`config.mk`:
```
export PLATFORM = sky130hd
export DESIGN_NAME = joypad_p1_register_flat
export DESIGN_NICKNAME = d
export VERILOG_FILES = /design/src/rtl/joypad_p1_register_if.sv /design/src/rtl/joypad_p1_register.sv /design/src/flat_wrapper.sv
export SDC_FILE = /design/constraint.sdc
export NUM_CORES = 1
export LEC_CHECK = 0
export CORE_UTILIZATION = 50
export DETAILED_ROUTE_END_ITERATION = 10
export PLACE_DENSITY = 0.78
export SYNTH_ARGS = -nofsm -noshare
export SYNTH_HDL_FRONTEND = slang
export SYNTH_SLANG_ARGS = --single-unit
export TNS_END_PERCENT = 1
```
`constraint.sdc`:
```
create_clock -name clock -period 2.3 [get_ports clock]
set_clock_uncertainty 0.1 [all_clocks]
set_input_delay 0.46 -clock clock [delete_from_list [all_inputs] [get_ports clock]]
set_output_delay 0.46 -clock clock [all_outputs]
set_load 0.01 [all_outputs]
```
`src/rtl/joypad_p1_register_if.sv`:
```
// CPU-side FF00 (P1/JOYP) bus between the register stage and the CPU/IF logic.
// master = CPU side, slave = joypad register stage.
interface joypad_p1_register_if;
   logic [7:0] FF00_data_in;
   logic       FF00_load_in;
   logic [7:0] FF00_data_out;
   logic       joypad_interrupt;

   modport master (
      output FF00_data_in,
      output FF00_load_in,
      input  FF00_data_out,
      input  joypad_interrupt
   );

   modport slave (
      input  FF00_data_in,
      input  FF00_load_in,
      output FF00_data_out,
      output joypad_interrupt
   );
endinterface

```
`src/rtl/joypad_p1_register.sv`:
```
// Game Boy P1/JOYP register stage: synchronizes and debounces the NES reader's
// active-low button vector, holds the select bits and raises the joypad IRQ.
module joypad_p1_register #(
   parameter int DEBOUNCE_CYCLES = 16,
   parameter int CNT_W           = 8
) (
   input  logic                    clock,
   input  logic                    reset_n,
   input  logic [7:0]              buttons_n,
   joypad_p1_register_if.slave     cpu,
   output logic [7:0]              buttons_stable
);

   localparam logic [CNT_W-1:0] CNT_LAST = CNT_W'(DEBOUNCE_CYCLES - 1);

   logic [7:0]       sync1_q, sync1_d;
   logic [7:0]       sync2_q, sync2_d;
   logic [7:0]       cand_q, cand_d;
   logic [CNT_W-1:0] cnt_q, cnt_d;
   logic [7:0]       stable_q, stable_d;
   logic [1:0]       sel_q, sel_d;
   logic [7:0]       data_out_q, data_out_d;
   logic             irq_q, irq_d;

   logic [3:0]       nibble_next;
   logic             unused_data_bits;

   // Only bits 5:4 of a CPU write carry meaning for this register.
   assign unused_data_bits = ^{cpu.FF00_data_in[7:6], cpu.FF00_data_in[3:0]};

   always_comb begin
      // NOTE: every always_comb output gets a default first so no path infers a latch.
      sync1_d  = buttons_n;
      sync2_d  = sync1_q;
      cand_d   = cand_q;
      cnt_d    = cnt_q;
      stable_d = stable_q;

      // One shared counter: any change of the sampled vector restarts qualification.
      if (sync2_q != cand_q) begin
         cand_d = sync2_q;
         cnt_d  = '0;
      end else if (cnt_q == CNT_LAST) begin
         stable_d = cand_q;
      end else begin
         cnt_d = cnt_q + CNT_W'(1);
      end
   end

   always_comb begin
      sel_d = sel_q;
      if (cpu.FF00_load_in) begin
         sel_d = cpu.FF00_data_in[5:4];
      end
   end

   always_comb begin
      nibble_next = (sel_q[0] ? 4'hF : stable_q[3:0]) &
                    (sel_q[1] ? 4'hF : stable_q[7:4]);
      data_out_d  = {2'b11, sel_q, nibble_next};
      // A pulse fires only for lines currently shown high that are about to read low.
      irq_d       = |(data_out_q[3:0] & ~nibble_next);
   end

   always_ff @(posedge clock) begin
      // NOTE: reset is synchronous, sampled on the clock edge like any other input.
      if (!reset_n) begin
         sync1_q    <= 8'hFF;
         sync2_q    <= 8'hFF;
         cand_q     <= 8'hFF;
         cnt_q      <= '0;
         stable_q   <= 8'hFF;
         sel_q      <= 2'b11;
         data_out_q <= 8'hFF;
         irq_q      <= 1'b0;
      end else begin
         // NOTE: non-blocking assignments so every flop samples pre-edge values.
         sync1_q    <= sync1_d;
         sync2_q    <= sync2_d;
         cand_q     <= cand_d;
         cnt_q      <= cnt_d;
         stable_q   <= stable_d;
         sel_q      <= sel_d;
         data_out_q <= data_out_d;
         irq_q      <= irq_d;
      end
   end

   assign cpu.FF00_data_out    = data_out_q;
   assign cpu.joypad_interrupt = irq_q;
   assign buttons_stable       = stable_q;

endmodule

```
`src/flat_wrapper.sv`:
```
// flat-port wrapper written by rule: the top's interface ports become plain ports
module joypad_p1_register_flat 
#(
   parameter int DEBOUNCE_CYCLES = 16,
   parameter int CNT_W           = 8
)
  (clock, reset_n, buttons_n, buttons_stable, cpu_FF00_data_in, cpu_FF00_load_in, cpu_FF00_data_out, cpu_joypad_interrupt);
  joypad_p1_register_if cpu_i ();
  input  logic clock;
  input  logic reset_n;
  input  logic [7:0] buttons_n;
  output logic [7:0] buttons_stable;
  input wire logic [$bits(cpu_i.FF00_data_in)-1:0] cpu_FF00_data_in;
  input wire logic [$bits(cpu_i.FF00_load_in)-1:0] cpu_FF00_load_in;
  output wire logic [$bits(cpu_i.FF00_data_out)-1:0] cpu_FF00_data_out;
  output wire logic [$bits(cpu_i.joypad_interrupt)-1:0] cpu_joypad_interrupt;
  assign cpu_i.FF00_data_in = cpu_FF00_data_in;
  assign cpu_i.FF00_load_in = cpu_FF00_load_in;
  assign cpu_FF00_data_out = cpu_i.FF00_data_out;
  assign cpu_joypad_interrupt = cpu_i.joypad_interrupt;
  joypad_p1_register #(.DEBOUNCE_CYCLES(DEBOUNCE_CYCLES), .CNT_W(CNT_W)) u_core (.clock(clock), .reset_n(reset_n), .buttons_n(buttons_n), .cpu(cpu_i), .buttons_stable(buttons_stable));
endmodule
```
# Word-level counts from Yosys, hierarchy flattened
# Index checks and enable logic that the tools add are counted.
# W data, S select, Z words.
[totals]
reg_bits = 51
inputBits = 19
output_inout_bits = 17
word_cells = 22
[classes]
addsub = 1
n_eq_ne = 2
n_mux = 2
bitwise_logic = 5
reduce_logical = 3
[op_table]
columns = ["operator", "count"]
rows = [
  ["$add A8 B1 Y8 const B", 1],
  ["$and A4 B4 Y4", 2],
  ["$eq A8 B4 Y1 const B", 1],
  ["$mux W4", 2],
  ["$ne A8 B8 Y1", 1],
  ["$not A4 Y4", 1],
  ["$reduce_or A4 Y1", 1],
  ["$not A1 Y1", 2],
  ["$reduce_and A2 Y1", 1],
  ["$reduce_or A2 Y1", 1],
]

# Depth between registers and ports, before layout
[logic_depth]
word_depth = 5
mapped_depth = 6
ltp_nobuf = 5

# Least setup slack after synthesis
# Ideal clock, no wire load.
[synth_timing]
path_kind = "reg2reg"
startpoint = "register u_core.cnt_q[5]"
endpoint = "register u_core.stable_q[1] (netlist: u_core.buttons_stable[1])"
setup_ns = 0.127
t_arrival_ns = 1.477
required_ns = 2.073
path_slack_ns = 0.596
stages_incl_launch_ff = 6
period_less_slack_ns = 1.704
path_cell_list = "dfxtp_1 or3_4 or3_4 buf_6 o31ai_1 nand3_1"
[synth_between]
elab_chain_cells = 2
[synth_lines]
columns = ["item", "line", "text"]
rows = [
  ["from (decl)", "joypad_p1_register.sv:19", "logic [CNT_W-1:0] cnt_q, cnt_d;"],
  ["from (signal assigned)", "joypad_p1_register.sv:81", "cnt_q <= cnt_d;"],
  ["$eq A8 B4 Y1", "joypad_p1_register.sv:43", "end else if (cnt_q == CNT_LAST) begin"],
  ["$reduce_and A2 Y1 (no source line)", "--", ""],
  ["to (signal assigned)", "joypad_p1_register.sv:82", "stable_q <= stable_d;"],
  ["to (decl)", "joypad_p1_register.sv:20", "logic [7:0] stable_q, stable_d;"],
]
# Every way passes these cells.
# A chain may end at the register's enable or synchronous reset.

# Worst setup path after layout
[layout_timing]
startpoint = "register u_core.stable_q[7] (netlist: u_core.buttons_stable[7])"
endpoint = "output buttons_stable[7]"
[layout_lines]
columns = ["item", "line", "text"]
rows = [
  ["to (decl)", "flat_wrapper.sv:12", "output logic [7:0] buttons_stable;"],
]
# No word-level cell between the ends.

==> summary.md <==
| Metric | Value |
|---|---|
| Outcome | `finished, final reports clean` |
| Minimum clock period | `1872 ps` |
| Met3 WL | `150 um` |
| Hold slack final | `321.1 ps` |
| Total power | `1.499 mW` |
| Area contributors post-synth | `dfxtp_1 (55%), nand2b_1 (9.1%), xnor2_1 (5.4%)` |
| Largest family of logic cells by synthesized area | `simple AND/OR/NAND/NOR gates` |
| Grt total ovfl | `0` |
| Met1 wire length | `1288 um` |
| Final slew viol count | `0` |
| Std-Cell Rows | `21` |
| First-pass iteration count of the detailed router | `4` |
| Worst skew pair latency | `360 ps` |
| Layout cells sized above 1 | `0.07071` |
| Post-synthesis mux area share | `0.01121` |
| Fin Setup TNS | `0 ps` |
| Clock slew at reported path FFs | `140 ps` |
| Largest net degree at the start of global routing | `25` |
| Met2 layer wire length in the routed design | `1311 um` |
| Drt via density | `5.115` |
| H-Tree Depth | `2` |
| Number of remaining DRC errors | `0` |
| Final Cycle Share | `0.8140` |
| GR Util All Layers | `0.1740` |
| DP Area | `2044 sq um` |
| Area delta synth->final | `19.48%` |
| Fin nets | `217` |
| Post-synthesis cell type count | `30` |
| Worst Path Buf+Inv | `1` |
| Final Cell Area | `2133 sq um` |
| Final Hold Viols | `0` |
| Longest Clk Path Bufs | `2` |
| Critical path class | `reg2out` |
| Fmax | `534.1 MHz` |
| Average size of a mapped cell | `10.56 sq um` |
| Ports | `36` |
| Post-synthesis cell count | `169` |
| DIE HEIGHT | `61.76 um` |
| YS warnings | `0` |
| Max-cap viol count | `0` |
| Initial antenna violation count | `0` |
| Postcts setup bufs | `0` |
| Commonest cells after routing, fill and taps aside | `dfxtp_1 (49), clkdlybuf4s50_1 (27), nand2b_1 (26)` |
| Adder-cell area share of the yosys netlist | `0.007008` |
| Routed Antenna Nets | `0` |
| WL/cell | `11.50 um` |
| Final wirelength | `2807 um` |
| CTS resizes | `0` |
| Simple-gate share of the synthesized area | `0.2425` |
| Clock sink count | `49` |
| Initial DRC Count | `44` |
| VDD IR-drop max | `507.9 uV` |
| Slowest-stage cell, CP | `clkdlybuf4s50_1` |
| Die area | `3814 sq um` |
| Synthesized area | `1785 sq um` |
| Worst Hold Class | `reg2reg` |
| Area leader, netlist | `dfxtp_1` |
| Vias in the first global route | `1,127` |
| Final Setup Violations | `0` |
| Via count | `1,248` |
| CTS Buf Count | `5` |
| Xor/xnor share of the synthesized area | `0.05886` |
| Final Wtd Congestion | `0.7124` |
| Commonest non-fill, non-tap cell in the layout | `dfxtp_1` |
| Critical path peak fanout | `3` |
| Sequential-to-total area share from yosys stat | `0.5494` |
| PortBufs | `27` |
| Clock root cell | `clkbuf_4` |
| Unrepaired setup endpoints after global routing | `false` |
| Critical Path Start Type | `flop` |
| Worst path cell trace | `clkdlybuf4s50_1` |
| Die X-Extent | `61.76 um` |
| Post-synth top area share | `0.5494` |
| Crit end category | `primary output` |
| Core Area | `3390 sq um` |
| Detailed Place HPWL | `2030 um` |
| Hold buffers post-CTS | `0` |
| Critical Path RT | `1740 ps` |
| ANT cells | `0` |
| CTS tree | `done` |
| Leak pwr | `0.7525 nW` |
| First-pass GRT wire length | `4733 um` |
| Initial core utilization | `0.5268` |
| Pwr per Cell Area | `702.9 nW/um^2` |
| Synth Area in Compound Gates | `0.07568` |
| Crit path max-delay family | `buffers and inverters` |
| Highest Signal Layer | `met4` |
| Register bit total from synthesis | `49` |
| Worst Path Arrival | `1310 ps` |
| CP max stage delay | `550 ps` |
[synth_stat cells]
library cell / instances
nor2b_1: 1
a21oi_1: 3
nand2b_1: 26
a22oi_1: 2
clkbuf_8: 2
nand4_2: 1
nor3_1: 1
conb_1: 1
o21ai_0: 1
ha_1: 1
dfxtp_1: 49
nand4_1: 10
clkbuf_1: 2
or3_4: 2
and4_1: 3
xor2_1: 1
xnor2_1: 11
a21boi_0: 1
nor3b_1: 1
and2_1: 1
nand2_1: 10
a211oi_1: 1
buf_6: 4
o22ai_1: 4
buf_4: 2
mux2i_1: 2
o31ai_1: 8
or3_1: 1
nor2_1: 6
nand3_1: 11
[through the flow]
stage | cells | util | worst slack, ps
final | 244 | 0.6294 | 427.9
after global routing | 244 | 0.6294 | 288.4
after CTS | 244 | 0.6294 | 414.2
after detailed placement | 236 | 0.6032 | 416.5
after global placement | 236 | 0.6032 | 479.5
after floorplan | 170 | - | 595.7
[sequential cells by signal (all words and copies together), names as in the netlist]
| signal | count |
|---|---|
| u_core.buttons_stable | 8 |
| u_core.cand_q | 8 |
| u_core.cnt_q | 8 |
| u_core.sync1_q | 8 |
| u_core.sync2_q | 8 |
| u_core.cpu.FF00_data_out | 6 |
| u_core.sel_q | 2 |
| u_core.cpu.joypad_interrupt | 1 |
[worst reg2reg max path, cell delays in order, from the launching register on]
cell	delay (ps)
dfxtp_1	420
ha_1	210
nand3_1	170
or3_4	440
o31ai_1	260
nand3_1	100
[logic make-up (layout without fill, tap and decap cells)]
group | Yosys count | in the layout
other | 1 | 2
AO/OA/AOI/OAI | 20 | 20
AND/OR/NAND/NOR | 74 | 74
XOR/XNOR | 12 | 12
adder cells (fa/ha/maj) | 1 | 1
buffers and inverters | 10 | 38
flip-flops | 49 | 49
multiplexers | 2 | 2
[cell type report]
class	count	area (sq um)
Clock buffer	6	51.30
Clock inverter	2	37.54
Fill cell	289	1256
Multi-Input combinational cell	111	713.2
Sequential cell	49	980.9
Tap cell	46	57.56
Timing Repair Buffer	30	292.8
[power breakdown]
part | internal (mW) | switching, mW
Clock | 0.258 | 0.258
Combinational | 0.0482 | 0.0517
Sequential | 0.871 | 0.0126
Total | 1.18 | 0.322
[routing by layer]
metal,vias up,global-route usage
met5,-,0
met4,0,0.08889
met3,9,0.07039
met2,37,0.2842
met1,566,0.1966
li1,636,-
[path summary, 6_finish.rpt]
| check | from | endpoint | slack, ps | cells after the start |
|---|---|---|---|---|
| worst max-delay path | u_core.buttons_stable[7] | buttons_stable[7] | 430 | 1 |
| worst min-delay path | u_core.sync1_q[4] | u_core.sync2_q[4] | 320 | 1 |
| worst max register to register | u_core.cnt_q[0] | u_core.buttons_stable[5] | 500 | 5 |
| worst min register to register | u_core.sync1_q[4] | u_core.sync2_q[4] | 320 | 1 |
Power figures use the tool's default switching activity.
